**src/rtl/fano_ber_ctrl.sv**
```systemverilog
// BER measurement controller for a Fano decoder: waits for decoder sync, locks a
// PRBS15 checker onto the decoded stream, then counts bit errors over a window.
module fano_ber_ctrl #(
    parameter int unsigned PRS_W     = 15,
    parameter int unsigned CHECK_LEN = 64,
    parameter int unsigned MAX_RETRY = 4
) (
    input  logic        clk,
    input  logic        nRESET,
    input  logic        i_start,
    input  logic        i_abort,
    input  logic [31:0] i_window,
    input  logic [23:0] i_sync_timeout,
    input  logic [7:0]  i_lock_thresh,
    input  logic        i_is_sync,
    input  logic        i_dec_vld,
    input  logic        i_dec_sym,
    output logic        o_err_en,
    output logic        o_busy,
    output logic        o_done,
    output logic [2:0]  o_state,
    output logic [31:0] o_bit_cnt,
    output logic [31:0] o_err_cnt,
    output logic        o_timeout,
    output logic        o_lock_fail,
    output logic        o_sync_lost
);
    localparam int unsigned LW = $clog2(PRS_W + 1);
    localparam int unsigned CW = $clog2(CHECK_LEN + 1);
    localparam int unsigned RW = $clog2(MAX_RETRY + 1);

    typedef enum logic [2:0] {
        IDLE      = 3'd0,
        WAIT_SYNC = 3'd1,
        LOAD      = 3'd2,
        CHECK     = 3'd3,
        MEASURE   = 3'd4,
        DONE      = 3'd5
    } state_t;

    state_t             state_q, state_d;
    logic [31:0]        win_q, win_d;
    logic [23:0]        tmo_q, tmo_d;
    logic [7:0]         thr_q, thr_d;
    logic [23:0]        cyc_q, cyc_d;
    logic [PRS_W-1:0]   lfsr_q, lfsr_d;
    logic [LW-1:0]      ld_cnt_q, ld_cnt_d;
    logic [CW-1:0]      chk_cnt_q, chk_cnt_d;
    logic [CW-1:0]      mis_q, mis_d;
    logic [RW-1:0]      retry_q, retry_d;
    logic [31:0]        bit_cnt_q, bit_cnt_d;
    logic [31:0]        err_cnt_q, err_cnt_d;
    logic               timeout_q, timeout_d;
    logic               lock_fail_q, lock_fail_d;
    logic               sync_lost_q, sync_lost_d;
    logic               done_q, done_d;

    logic               pred;
    logic               mis;
    logic [CW-1:0]      mis_tot;

    // Generator x^15+x^14+1 with the newest bit at lfsr[0].
    assign pred    = lfsr_q[PRS_W-1] ^ lfsr_q[PRS_W-2];
    assign mis     = pred ^ i_dec_sym;
    assign mis_tot = mis_q + CW'(mis);

    always_ff @(posedge clk) begin
        if (!nRESET) begin
            state_q     <= IDLE;
            win_q       <= '0;
            tmo_q       <= '0;
            thr_q       <= '0;
            cyc_q       <= '0;
            lfsr_q      <= '0;
            ld_cnt_q    <= '0;
            chk_cnt_q   <= '0;
            mis_q       <= '0;
            retry_q     <= '0;
            bit_cnt_q   <= '0;
            err_cnt_q   <= '0;
            timeout_q   <= 1'b0;
            lock_fail_q <= 1'b0;
            sync_lost_q <= 1'b0;
            done_q      <= 1'b0;
        end else begin
            state_q     <= state_d;
            win_q       <= win_d;
            tmo_q       <= tmo_d;
            thr_q       <= thr_d;
            cyc_q       <= cyc_d;
            lfsr_q      <= lfsr_d;
            ld_cnt_q    <= ld_cnt_d;
            chk_cnt_q   <= chk_cnt_d;
            mis_q       <= mis_d;
            retry_q     <= retry_d;
            bit_cnt_q   <= bit_cnt_d;
            err_cnt_q   <= err_cnt_d;
            timeout_q   <= timeout_d;
            lock_fail_q <= lock_fail_d;
            sync_lost_q <= sync_lost_d;
            done_q      <= done_d;
        end
    end

    always_comb begin
        state_d     = state_q;
        win_d       = win_q;
        tmo_d       = tmo_q;
        thr_d       = thr_q;
        cyc_d       = cyc_q;
        lfsr_d      = lfsr_q;
        ld_cnt_d    = ld_cnt_q;
        chk_cnt_d   = chk_cnt_q;
        mis_d       = mis_q;
        retry_d     = retry_q;
        bit_cnt_d   = bit_cnt_q;
        err_cnt_d   = err_cnt_q;
        timeout_d   = timeout_q;
        lock_fail_d = lock_fail_q;
        sync_lost_d = sync_lost_q;
        done_d      = 1'b0;

        if (i_abort) begin
            state_d = IDLE;
        end else if ((state_q == LOAD || state_q == CHECK || state_q == MEASURE) && !i_is_sync) begin
            sync_lost_d = 1'b1;
            state_d     = DONE;
            done_d      = 1'b1;
        end else begin
            case (state_q)
                IDLE, DONE: begin
                    if (i_start) begin
                        state_d     = WAIT_SYNC;
                        win_d       = i_window;
                        tmo_d       = i_sync_timeout;
                        thr_d       = i_lock_thresh;
                        cyc_d       = '0;
                        ld_cnt_d    = '0;
                        chk_cnt_d   = '0;
                        mis_d       = '0;
                        retry_d     = '0;
                        bit_cnt_d   = '0;
                        err_cnt_d   = '0;
                        timeout_d   = 1'b0;
                        lock_fail_d = 1'b0;
                        sync_lost_d = 1'b0;
                    end
                end
                WAIT_SYNC: begin
                    if (i_is_sync) begin
                        state_d  = LOAD;
                        ld_cnt_d = '0;
                    end else if (cyc_q == tmo_q) begin
                        timeout_d = 1'b1;
                        state_d   = DONE;
                        done_d    = 1'b1;
                    end else begin
                        cyc_d = cyc_q + 24'd1;
                    end
                end
                LOAD: begin
                    if (i_dec_vld) begin
                        lfsr_d = {lfsr_q[PRS_W-2:0], i_dec_sym};
                        if (ld_cnt_q == LW'(PRS_W - 1)) begin
                            state_d   = CHECK;
                            chk_cnt_d = '0;
                            mis_d     = '0;
                        end else begin
                            ld_cnt_d = ld_cnt_q + LW'(1);
                        end
                    end
                end
                CHECK: begin
                    if (i_dec_vld) begin
                        lfsr_d = {lfsr_q[PRS_W-2:0], pred};
                        if (chk_cnt_q == CW'(CHECK_LEN - 1)) begin
                            if ({{(32-CW){1'b0}}, mis_tot} <= {24'd0, thr_q}) begin
                                state_d = MEASURE;
                            end else if (retry_q == RW'(MAX_RETRY - 1)) begin
                                retry_d     = retry_q + RW'(1);
                                lock_fail_d = 1'b1;
                                state_d     = DONE;
                                done_d      = 1'b1;
                            end else begin
                                retry_d  = retry_q + RW'(1);
                                ld_cnt_d = '0;
                                state_d  = LOAD;
                            end
                        end else begin
                            chk_cnt_d = chk_cnt_q + CW'(1);
                            mis_d     = mis_tot;
                        end
                    end
                end
                MEASURE: begin
                    // Window check first so a zero window finishes without counting.
                    if (bit_cnt_q == win_q) begin
                        state_d = DONE;
                        done_d  = 1'b1;
                    end else if (i_dec_vld) begin
                        lfsr_d    = {lfsr_q[PRS_W-2:0], pred};
                        bit_cnt_d = bit_cnt_q + 32'd1;
                        if (mis && err_cnt_q != '1) begin
                            err_cnt_d = err_cnt_q + 32'd1;
                        end
                    end
                end
                default: state_d = IDLE;
            endcase
        end
    end

    assign o_state     = state_q;
    assign o_busy      = (state_q == WAIT_SYNC) || (state_q == LOAD) ||
                         (state_q == CHECK) || (state_q == MEASURE);
    assign o_err_en    = (state_q == MEASURE);
    assign o_done      = done_q;
    assign o_bit_cnt   = bit_cnt_q;
    assign o_err_cnt   = err_cnt_q;
    assign o_timeout   = timeout_q;
    assign o_lock_fail = lock_fail_q;
    assign o_sync_lost = sync_lost_q;

endmodule

```
**config.mk**
```make
export PLATFORM = sky130hd
export DESIGN_NAME = fano_ber_ctrl
export DESIGN_NICKNAME = d
export VERILOG_FILES = /design/src/rtl/fano_ber_ctrl.sv
export SDC_FILE = /design/constraint.sdc
export NUM_CORES = 1
export LEC_CHECK = 0
export BUFFER_PORTS_ARGS = -buffer_cell sky130_fd_sc_hd__buf_2
export CORE_MARGIN = 4
export CORE_UTILIZATION = 25
export CTS_CLUSTER_SIZE = 20
export DETAILED_ROUTE_END_ITERATION = 12
export GPL_TIMING_DRIVEN = 0
export PLACE_DENSITY = 0.44
export SETUP_SLACK_MARGIN = 0.2
export SYNTH_ARGS = -nofsm -noshare
export SYNTH_HDL_FRONTEND = slang
export SYNTH_SLANG_ARGS = --single-unit
```
**constraint.sdc**
```tcl
create_clock -name clk -period 7.05 [get_ports clk]
set_clock_uncertainty 0.2 [all_clocks]
set_input_delay 0.3525 -clock clk [delete_from_list [all_inputs] [get_ports clk]]
set_output_delay 0.3525 -clock clk [all_outputs]
set_load 0.05 [all_outputs]
```
* Yosys cells after proc, flatten, opt, wreduce, memory -nomap -nowiden
Cells that the tools add are included.
Storage, ports and cells: register bits 195, input bits 71, word-level logic and storage cells 171
Operators by class: $add $sub $neg 7, $lt $le $gt $ge 1, eq/ne operators 37, muxes and demuxes 71, bitwise gates (word level) 5, reduce and logical (&&, ||, !) cells 33
Operator list (number):
- two-way mux 32 bit | 6
- one-hot mux 32 bit (2 select lines) | 2
- two-way mux 24 bit | 3
- adder 32 x 1 -> 32 bit (second input constant) | 2
- two-way mux 7 bit | 7
- one-hot mux 24 bit (2 select lines) | 1
- two-way mux 15 bit | 3
- two-way mux 3 bit | 15
- one-hot mux 15 bit (3 select lines) | 1
- one-hot mux 7 bit (3 select lines) | 2
- == test 32 bit | 1
- two-way mux 4 bit | 8
- inequality test 2 bit (second input constant) | 16
- inequality test 32 bit (second input constant) | 1
- AND reduction 7 bit | 4
- adder 24 x 1 -> 24 bit (second input constant) | 1
- == test 24 bit | 1
- inequality test 3 bit (second input constant) | 6
- AND reduction 6 bit | 3
- two-way mux 1 bit | 17
- one-hot mux 4 bit (4 select lines) | 1
- AND reduction 8 bit | 2
- one-hot mux 3 bit (5 select lines) | 1
- AND reduction 11 bit | 1
- 30 further kinds | 49

* Longest topological paths before layout
Gate-level depths: netlist of run 1.
word-level depth 9, depth in mapped cells 14

* Worst setup path before layout of run 1
OpenSTA, ideal clock, no wires.
path type reg2reg, from register lfsr_q[14], to register ld_cnt_q[3], setup time 0.070 ns, data arrival time 3.364 ns, data required time 6.780 ns, path slack 3.415 ns, stages on the path, launching flop included 15, path buffers 0, period minus slack after synthesis 3.635 ns, path through dfxtp_1 xnor2_1 xnor2_1 ha_1 ha_1 nand3_1 nor2_1 xor2_1 ha_1 nand4_1 a21o_1 a211oi_1 o211ai_1 or4_1 a21oi_1
Between the ends: cells in the longest elaborated chain, start to end 6
Ends and longest elaborated chain:
- start: declaration | line 46 | logic [PRS_W-1:0] lfsr_q, lfsr_d;
- start signal: assignment | line 91 | lfsr_q <= lfsr_d;
- XOR 1 bit | line 63 | assign pred = lfsr_q[PRS_W-1] ^ lfsr_q[PRS_W-2];
- XOR 1 bit | line 64 | assign mis = pred ^ i_dec_sym;
- adder 7 x 1 -> 7 bit | line 65 | assign mis_tot = mis_q + CW'(mis);
- <= comparator 7 x 8 -> 1 bit | line 177 | if ({{(32-CW){1'b0}}, mis_tot} <= {24'd0, thr_q}) begin
- inequality test 2 bit (no line)
- AND reduction 11 bit (no line)
- end signal: assignment | line 92 | ld_cnt_q <= ld_cnt_d;
- end: declaration | line 47 | logic [LW-1:0] ld_cnt_q, ld_cnt_d;
Every way passes these cells. A chain may end at the register's enable or synchronous reset.

* Worst setup path in the final report of run 1
Same ends and word-level chain as after synthesis.

==> PnR_summary.wiki, run 1 <==
{| class="wikitable"
! Metric !! Value
|-
| Outcome || finished, violations left
|-
| Failing checks || negative hold slack
|-
| Antenna Cells || 0
|-
| Largest voltage drop on the vdd net || ~0.00017 V
|-
| # setup viols final || 0
|-
| Final RePlAce weighted congestion || roughly 0.85
|-
| HP Class || in -> reg
|-
| Drt wl/cell || around 19 um
|-
| Source of the critical timing path || lfsr_q[14]$_SDFFE_PN0P_
|-
| Crit-path max FO || 8
|-
| Arrival time of data at the critical path endpoint || ~5.3 ns
|-
| Class of the most critical setup path || reg -> reg
|-
| Most frequent CP cell || sky130_fd_sc_hd__ha_1
|-
| Max-Cap Viols || 0
|-
| Net count after synthesis || 1345
|-
| Number of I/O port buffers || roughly 140
|-
| Die Width || roughly 210 um
|-
| Overall track demand over capacity in global routing || 0.1735
|-
| Distinct cell type count after synthesis || 72
|-
| Floorplan Core Area || between 0.03 and 0.04 mm2
|-
| Total CTS buffers || 17
|-
| Endpoints failing hold || 1
|-
| Clock latency reported for the late side of the worst-skew pair || ~0.47 ns
|-
| Setup_tns || 0 ns
|-
| Grt ovf || 0
|-
| Number of synthesized register bits || around 200
|-
| Maximum level of the CTS H-tree || 4
|-
| Setup crit start kind || flop
|-
| Area Growth Syn to Fin || 25.46%
|-
| Final period util || 0.7243
|-
| Count of nets left with antenna violations after detail routing || 0
|-
| Library cell occupying the most area in the post-synthesis netlist || sky130_fd_sc_hd__dfxtp_1
|-
| Power after layout || about 2.5 mW
|-
| Async SR Flop Fraction || 0
|-
| Cells along the critical path || xnor2_1, xnor2_1, ha_1, ha_1, nand3_1, nor2_1, xor2_1, ha_1, nand4_1, a21o_1, a211oi_1, o211ai_1, or4_1, a21oi_1
|-
| Summed area of non-filler cells in the final layout || between 0.01 and 0.015 mm2
|-
| Leakage dissipation || 4.851 nW
|-
| Number of instances in the placed design || a little under 2000
|-
| Fraction of final layout cells sized beyond drive strength 1 || 0.1447
|-
| Startpoint of the lowest-slack hold path || i_window[31]
|-
| Synth Instances || roughly 1300
|-
| Synth Area per Inst || just over 8 um2
|-
| Critical Path Max Stage Delay || roughly 0.78 ns
|-
| EDFF count, synth || 0
|-
| Number of antenna violations at the first check in global routing || 1
|-
| Detailed Route WL || 38650 um
|-
| Share of the synthesized area in the top cell type || 0.3859
|-
| Vias after detailed routing || slightly above 10000
|-
| Post-Syn Area || ~0.010 mm2
|-
| Clock tree from TritonCTS || built
|-
| Number of top-level pins || roughly 140
|-
| Data required time of the worst path || 7.25 ns
|-
| Starting density of the core || 0.2540
|-
| Number of DRC markers after the initial detailed-route iteration || about 700
|-
| Number of fill cells in the layout || about 4300
|-
| Count of instances resized after the clock tree is built || 0
|-
| Root Buffer || sky130_fd_sc_hd__clkbuf_16
|-
| Sequential element share of the synthesized area || 0.3859
|-
| Post-route DRC || 0
|-
| Pin count of the biggest net entering global routing || 19
|-
| Vias in the first global route || around 9800
|-
| Worst slack at placement || a little under 2 ns
|-
| Cell Pwr Density || approximately 190 mW/mm2
|-
| Synth warn || 0
|-
| CP max-delay cell || sky130_fd_sc_hd__a211oi_1
|-
| Most used standard cells in the synthesized netlist || sky130_fd_sc_hd__nand2_1 (246), sky130_fd_sc_hd__dfxtp_1 (195), sky130_fd_sc_hd__a21oi_1 (127)
|-
| Final net count || around 1600
|-
| Via-to-Cell Ratio || slightly above 5
|-
| Most frequent cell after synthesis || sky130_fd_sc_hd__nand2_1
|-
| Number of max-slew violations in the final report || 0
|-
| Category of the worst setup path capture point || flop
|-
| Number of cell rows || 73
|-
| Unrepaired setup endpoints after global routing || no
|-
| Maximum clock rate || 0.1958 GHz
|-
| Fin Hold WS || -0.001492 ns
|-
| Number of buffers inserted by post-CTS setup repair || 0
|-
| Worst slew margin relative to its limit || 0.1617
|-
| Setup WS post-layout || a little under 2 ns
|-
| First-pass GRT wire length || approximately 60000 um
|-
| Full die area || 0.04374 mm2
|-
| Dominant register cell in the synthesized netlist || sky130_fd_sc_hd__dfxtp_1
|-
| Placed inst area || between 0.01 and 0.015 mm2
|-
| Clock transition at the registers of the reported paths || about 0.08 ns
|-
| Crit Reg-Reg Startpoint || lfsr_q[14]$_SDFFE_PN0P_
|-
| Final critical delay including setup and external delays || between 5 and 6 ns
|-
| Vertical extent of the die || ~210 um
|-
| First drt pass iteration count || 8
|-
| Maximum number of buffers from clock root to sink || 2
|-
| DP Wirelength || 29050 um
|-
| Total clock sinks || 195
|-
| Final core utilization || 0.3187
|-
| Final Instance Count excl. Fillers || between 2000 and 2500
|-
| Ranking of synthesized cells by area || sky130_fd_sc_hd__dfxtp_1 (39%), sky130_fd_sc_hd__nand2_1 (9.1%), sky130_fd_sc_hd__a21oi_1 (6.3%), sky130_fd_sc_hd__xnor2_1 (5.4%), sky130_fd_sc_hd__mux2i_1 (3.4%)
|-
| Slew at the pin closest to its max-slew limit || about 1.2 ns
|}
-- path summary, 6_finish.rpt --
| kind | depth (start not counted) | end | slack, ns |
|---|---|---|---|
| worst min-delay path | 3 | win_q[31]$_SDFFE_PN0P_ | -0.001 |
| worst max register to register | 14 | ld_cnt_q[3]$_SDFFE_PN0P_ | 1.94 |
| worst min register to register | 2 | chk_cnt_q[6]$_SDFFE_PN0P_ | 0.25 |
| worst max-delay path | 14 | ld_cnt_q[3]$_SDFFE_PN0P_ | 1.94 |
-- state kept, by name (all words and copies together) (netlist names) --
name,count
lfsr_q,15
retry_q,3
chk_cnt_q,7
o_err_cnt,32
thr_q,8
win_q,32
tmo_q,24
o_done,1
o_bit_cnt,32
ld_cnt_q,4
o_lock_fail,1
mis_q,7
o_timeout,1
o_state,3
o_sync_lost,1
cyc_q,24
-- logic make-up after synthesis --
kind of cell / share of synthesized area
DFF: 0.3859
muxes: 0.03587
adders and majority gates: 0.02103
and+or+nand+nor: 0.2792
AOI/OAI and AO/OA: 0.1771
buffers and inverters: 0.04367
xor gates and xnor gates: 0.05715
-- critical path, delay by kind of cell (launching register included) --
family	cells	cell delay, ns
flops	1	0.32
compound gates	4	1.46
simple gates	4	1.11
xor+xnor	3	1.05
fa+ha+maj	3	0.89
-- cell usage in the layout (no fill, tap or decap), types with 5 or more instances in the layout --
cell type	netlist	layout
sky130_fd_sc_hd__o211ai_1	21	21
sky130_fd_sc_hd__inv_1	25	25
sky130_fd_sc_hd__and4_1	7	7
sky130_fd_sc_hd__nand2_1	246	246
sky130_fd_sc_hd__o2111ai_1	5	5
sky130_fd_sc_hd__a211o_1	6	6
sky130_fd_sc_hd__o21ai_0	24	24
sky130_fd_sc_hd__buf_1	9	9
sky130_fd_sc_hd__o31ai_1	21	21
sky130_fd_sc_hd__clkbuf_16	0	17
sky130_fd_sc_hd__or4_1	43	43
sky130_fd_sc_hd__a31o_2	9	9
sky130_fd_sc_hd__a21oi_1	127	127
sky130_fd_sc_hd__clkbuf_1	53	53
sky130_fd_sc_hd__dfxtp_1	195	195
sky130_fd_sc_hd__nor4_1	9	9
sky130_fd_sc_hd__nand2b_1	9	9
sky130_fd_sc_hd__nor3_1	14	14
sky130_fd_sc_hd__dlygate4sd3_1	0	63
sky130_fd_sc_hd__inv_6	0	5
sky130_fd_sc_hd__buf_2	16	157
sky130_fd_sc_hd__ha_1	17	17
sky130_fd_sc_hd__a31oi_1	10	10
sky130_fd_sc_hd__o21a_1	5	5
sky130_fd_sc_hd__and2_1	11	11
sky130_fd_sc_hd__or3_1	34	34
sky130_fd_sc_hd__mux2i_1	34	34
sky130_fd_sc_hd__nor2_1	51	51
sky130_fd_sc_hd__and3_1	25	25
sky130_fd_sc_hd__xnor2_1	62	62
sky130_fd_sc_hd__nand3_1	52	52
sky130_fd_sc_hd__nand4_1	41	41
-- power by group --
part	total (mW)	internal (mW)	switching, mW
registers	1.14	1.12	0.0179
clock network	1.00	0.508	0.495
logic	0.309	0.110	0.199
-- layout make-up --
class | count | area (um2) | area share
buffer | 82 | 347.8 | 0.02741
clock buffer | 18 | 439.2 | 0.03461
clock inverter | 14 | 142.6 | 0.01124
inverter | 25 | 93.84 | 0.007395
multi-input combinational | 955 | 5769 | 0.4546
sequential | 195 | 3904 | 0.3076
tap | 525 | 656.9 | 0.05176
timing repair buffer | 204 | 1336 | 0.1053
-- routing by layer --
layer	track usage	wire length, um	vias to the layer above
met4	0.04455	695	2
met2	0.2826	18060	308
met5	0	11	-
li1	-	-	5023
met1	0.2377	17640	4868
met3	0.03168	2241	44
-- repair_timing --
action	CTS	global route
endpoints found under the setup margin	0	0
hold buffers	63	0
hold endpoints to repair	63	0
No activity file was read; power rests on OpenSTA's default activity.
==> run 2, diff against run 1 <==
- clock period: 7.05 -> 5.1 ns (I/O delays scaled with it)
==> run 2 against run 1 <==
The flow now finishes without violations. Wire length is 0.25% higher. Sequential cell count unchanged. Total power is 38% higher. Final cell count is essentially flat. Via count decreased by 0.42%. Critical path type unchanged.
==> PnR_summary.wiki, run 2 (same netlist as run 1, synthesis figures left out) <==
{| class="wikitable"
! Metric !! Value
|-
| Count of nets left with antenna violations after detail routing || 0
|-
| Pin count of the biggest net entering global routing || 19
|-
| Die Width || 209.1 um
|-
| Final critical delay including setup and external delays || roughly 4.5 ns
|-
| Number of cell rows || 73
|-
| Antenna Cells || 0
|-
| Most common cell after layout, fill and taps aside || sky130_fd_sc_hd__nand2_1
|-
| Crit-path max FO || 8
|-
| Maximum clock rate || roughly 0.22 GHz
|-
| Number of fill cells in the layout || around 4300
|-
| Via-to-Cell Ratio || between 5 and 6
|-
| Area Growth Syn to Fin || 25.68%
|-
| Maximum number of buffers from clock root to sink || 2
|-
| Class of the most critical setup path || reg -> reg
|-
| Number of top-level pins || between 100 and 150
|-
| Maximum level of the CTS H-tree || 4
|-
| Vias after detailed routing || roughly 10000
|-
| Leakage dissipation || ~5 nW
|-
| Final period util || 0.8792
|-
| Starting density of the core || 0.2540
|-
| Area taken by flip-flops and latches || 0.003904 mm2
|-
| FF-to-FF setup slack || ~0.6 ns
|-
| Worst slew margin relative to its limit || 0.1570
|-
| # setup viols final || 0
|-
| Slew at the pin closest to its max-slew limit || about 1.3 ns
|-
| DP Wirelength || just under 30000 um
|-
| First-pass GRT wire length || 59380 um
|-
| First drt pass iteration count || 5
|-
| Setup_tns || 0 ns
|-
| Crit Reg-Reg Startpoint || lfsr_q[14]$_SDFFE_PN0P_
|-
| Net switching share of the total power || 0.2899
|-
| Root Buffer || sky130_fd_sc_hd__clkbuf_16
|-
| Total clock sinks || between 150 and 200
|-
| Max-Cap Viols || 0
|-
| Post-route DRC || 0
|-
| Drt wl/cell || ~19 um
|-
| Commonest non-fill, non-tap cells in the layout || sky130_fd_sc_hd__nand2_1 (246), sky130_fd_sc_hd__dfxtp_1 (195), sky130_fd_sc_hd__buf_2 (157), sky130_fd_sc_hd__a21oi_1 (127), sky130_fd_sc_hd__dlygate4sd3_1 (64)
|-
| Detailed Route WL || about 39000 um
|-
| Largest voltage drop on the vdd net || around 0.00023 V
|-
| Grt ovf || 0
|-
| Number of antenna violations at the first check in global routing || 1
|-
| Clock transition at the registers of the reported paths || 0.08 ns
|-
| Clock tree from TritonCTS || built
|-
| Data required time of the worst path || around 5.3 ns
|-
| Area taken by multi-input logic gates || 0.005782 mm2
|-
| Startpoint of the lowest-slack hold path || i_dec_sym
|-
| Endpoints failing hold || 0
|-
| Overall track demand over capacity in global routing || 0.1736
|-
| Fraction of final layout cells sized beyond drive strength 1 || 0.1459
|-
| Worst r2r path cells || 14
|-
| Worst Hold Endpoint || lfsr_q[0]$_SDFFE_PN0P_
|-
| Cell internal power dissipation || approximately 2.4 mW
|-
| Full die area || approximately 0.044 mm2
|-
| HP Class || in -> reg
|-
| Number of DRC markers after the initial detailed-route iteration || around 740
|-
| Cell Pwr Density || approximately 270 mW/mm2
|-
| Final net count || between 1500 and 2000
|-
| Hold Crit Depth || 3
|-
| Outcome || finished, final reports clean
|-
| Combinational fraction of design power || 0.127
|-
| Unrepaired setup endpoints after global routing || no
|-
| Arrival time of data at the critical path endpoint || ~4.7 ns
|-
| Clock power share || 0.408
|-
| Number of I/O port buffers || around 140
|-
| Total CTS buffers || 17
|-
| Power after layout || about 3.4 mW
|-
| Number of max-slew violations in the final report || 0
|-
| Setup crit start kind || flop
|-
| Floorplan Core Area || around 0.040 mm2
|-
| Vias in the first global route || 9831
|-
| Clock latency reported for the late side of the worst-skew pair || ~0.46 ns
|-
| Category of the worst setup path capture point || flop
|-
| Vertical extent of the die || roughly 210 um
|-
| Sequential fraction of design power || 0.465
|-
| Switching pwr || 0.9839 mW
|-
| Final RePlAce weighted congestion || about 0.85
|-
| Endpoint of the most critical register-to-register path || ld_cnt_q[3]$_SDFFE_PN0P_
|}
-- run 2: worst max-delay path by stage --
stage / start / end / slack [ns] / cells after the start
after detailed placement: lfsr_q[13]$_SDFFE_PN0P_ / ld_cnt_q[3]$_SDFFE_PN0P_ / 0.02 / 14
final: lfsr_q[14]$_SDFFE_PN0P_ / ld_cnt_q[3]$_SDFFE_PN0P_ / 0.62 / 14
after global routing: lfsr_q[13]$_SDFFE_PN0P_ / ld_cnt_q[3]$_SDFFE_PN0P_ / 0.42 / 14
after CTS: lfsr_q[14]$_SDFFE_PN0P_ / ld_cnt_q[3]$_SDFFE_PN0P_ / 0.35 / 14
after global placement: lfsr_q[13]$_SDFFE_PN0P_ / ld_cnt_q[3]$_SDFFE_PN0P_ / 0.05 / 14
after floorplan: lfsr_q[14]$_SDFFE_PN0P_ / ld_cnt_q[3]$_SDFFE_PN0P_ / 1.47 / 14
-- run 2: area by class of cell --
type / instances / share of cell area
clock inverter: 14 / 0.01122
buffer: 82 / 0.02736
tap: 525 / 0.05167
timing repair buffer: 205 / 0.1059
sequential: 195 / 0.3071
multi-input combinational: 955 / 0.4548
inverter: 25 / 0.007382
clock buffer: 18 / 0.03455
-- run 2: timing repair --
action / CTS / global route
endpoints found under the setup margin: 3 / 2
endpoints found under the hold margin: 64 / 0
gates resized for setup: 1 / 1
cloned: 0 / 0
buffers inserted: 0 / 0
hold buffers: 64 / 0
-- run 2: critical path, cell delays in order, from the launching register on --
cell                       delay (ns)
sky130_fd_sc_hd__dfxtp_1         0.32
sky130_fd_sc_hd__xnor2_1         0.17
sky130_fd_sc_hd__xnor2_2         0.48
sky130_fd_sc_hd__ha_1            0.30
sky130_fd_sc_hd__ha_1            0.24
sky130_fd_sc_hd__nand3_1         0.18
sky130_fd_sc_hd__nor2_1          0.25
sky130_fd_sc_hd__xor2_1          0.13
sky130_fd_sc_hd__ha_1            0.31
sky130_fd_sc_hd__nand4_1         0.13
sky130_fd_sc_hd__a21o_1          0.19
sky130_fd_sc_hd__a211oi_2        0.50
sky130_fd_sc_hd__o211ai_1        0.32
sky130_fd_sc_hd__or4_1           0.54
sky130_fd_sc_hd__a21oi_1         0.14
-- run 2: layer usage --
layer  vias up  GRT usage  wire (um)
met3        42    0.03168       2037
li1       5018          -          -
met1      4859     0.2379      17950
met2       281     0.2826      18050
met5         -          0         11
met4         2    0.04455        689
-- run 2: power groups by stage --
stage | registers (mW) | logic (mW) | clock network, mW
finish | 1.58 | 0.430 | 1.39
global route | 1.58 | 0.474 | 1.49
CTS | 1.58 | 0.435 | 1.43
detailed placement | 1.61 | 0.394 | 0
global placement | 1.61 | 0.393 | 0
floorplan | 1.61 | 0.233 | 0
-- run 2: through the flow --
stage,util,hold slack [ns],std cells,setup WS [ns],instance area (um2)
floorplan,-,0.1910,1257,1.465,10110
global placement,0.2882,0.2367,1923,0.04758,11480
detailed placement,0.2882,0.2410,1923,0.01713,11480
CTS,0.3190,0.01955,2019,0.3453,12700
global route,0.3192,0.06381,2019,0.4201,12710
finish,0.3192,0.05813,2019,0.6163,12710
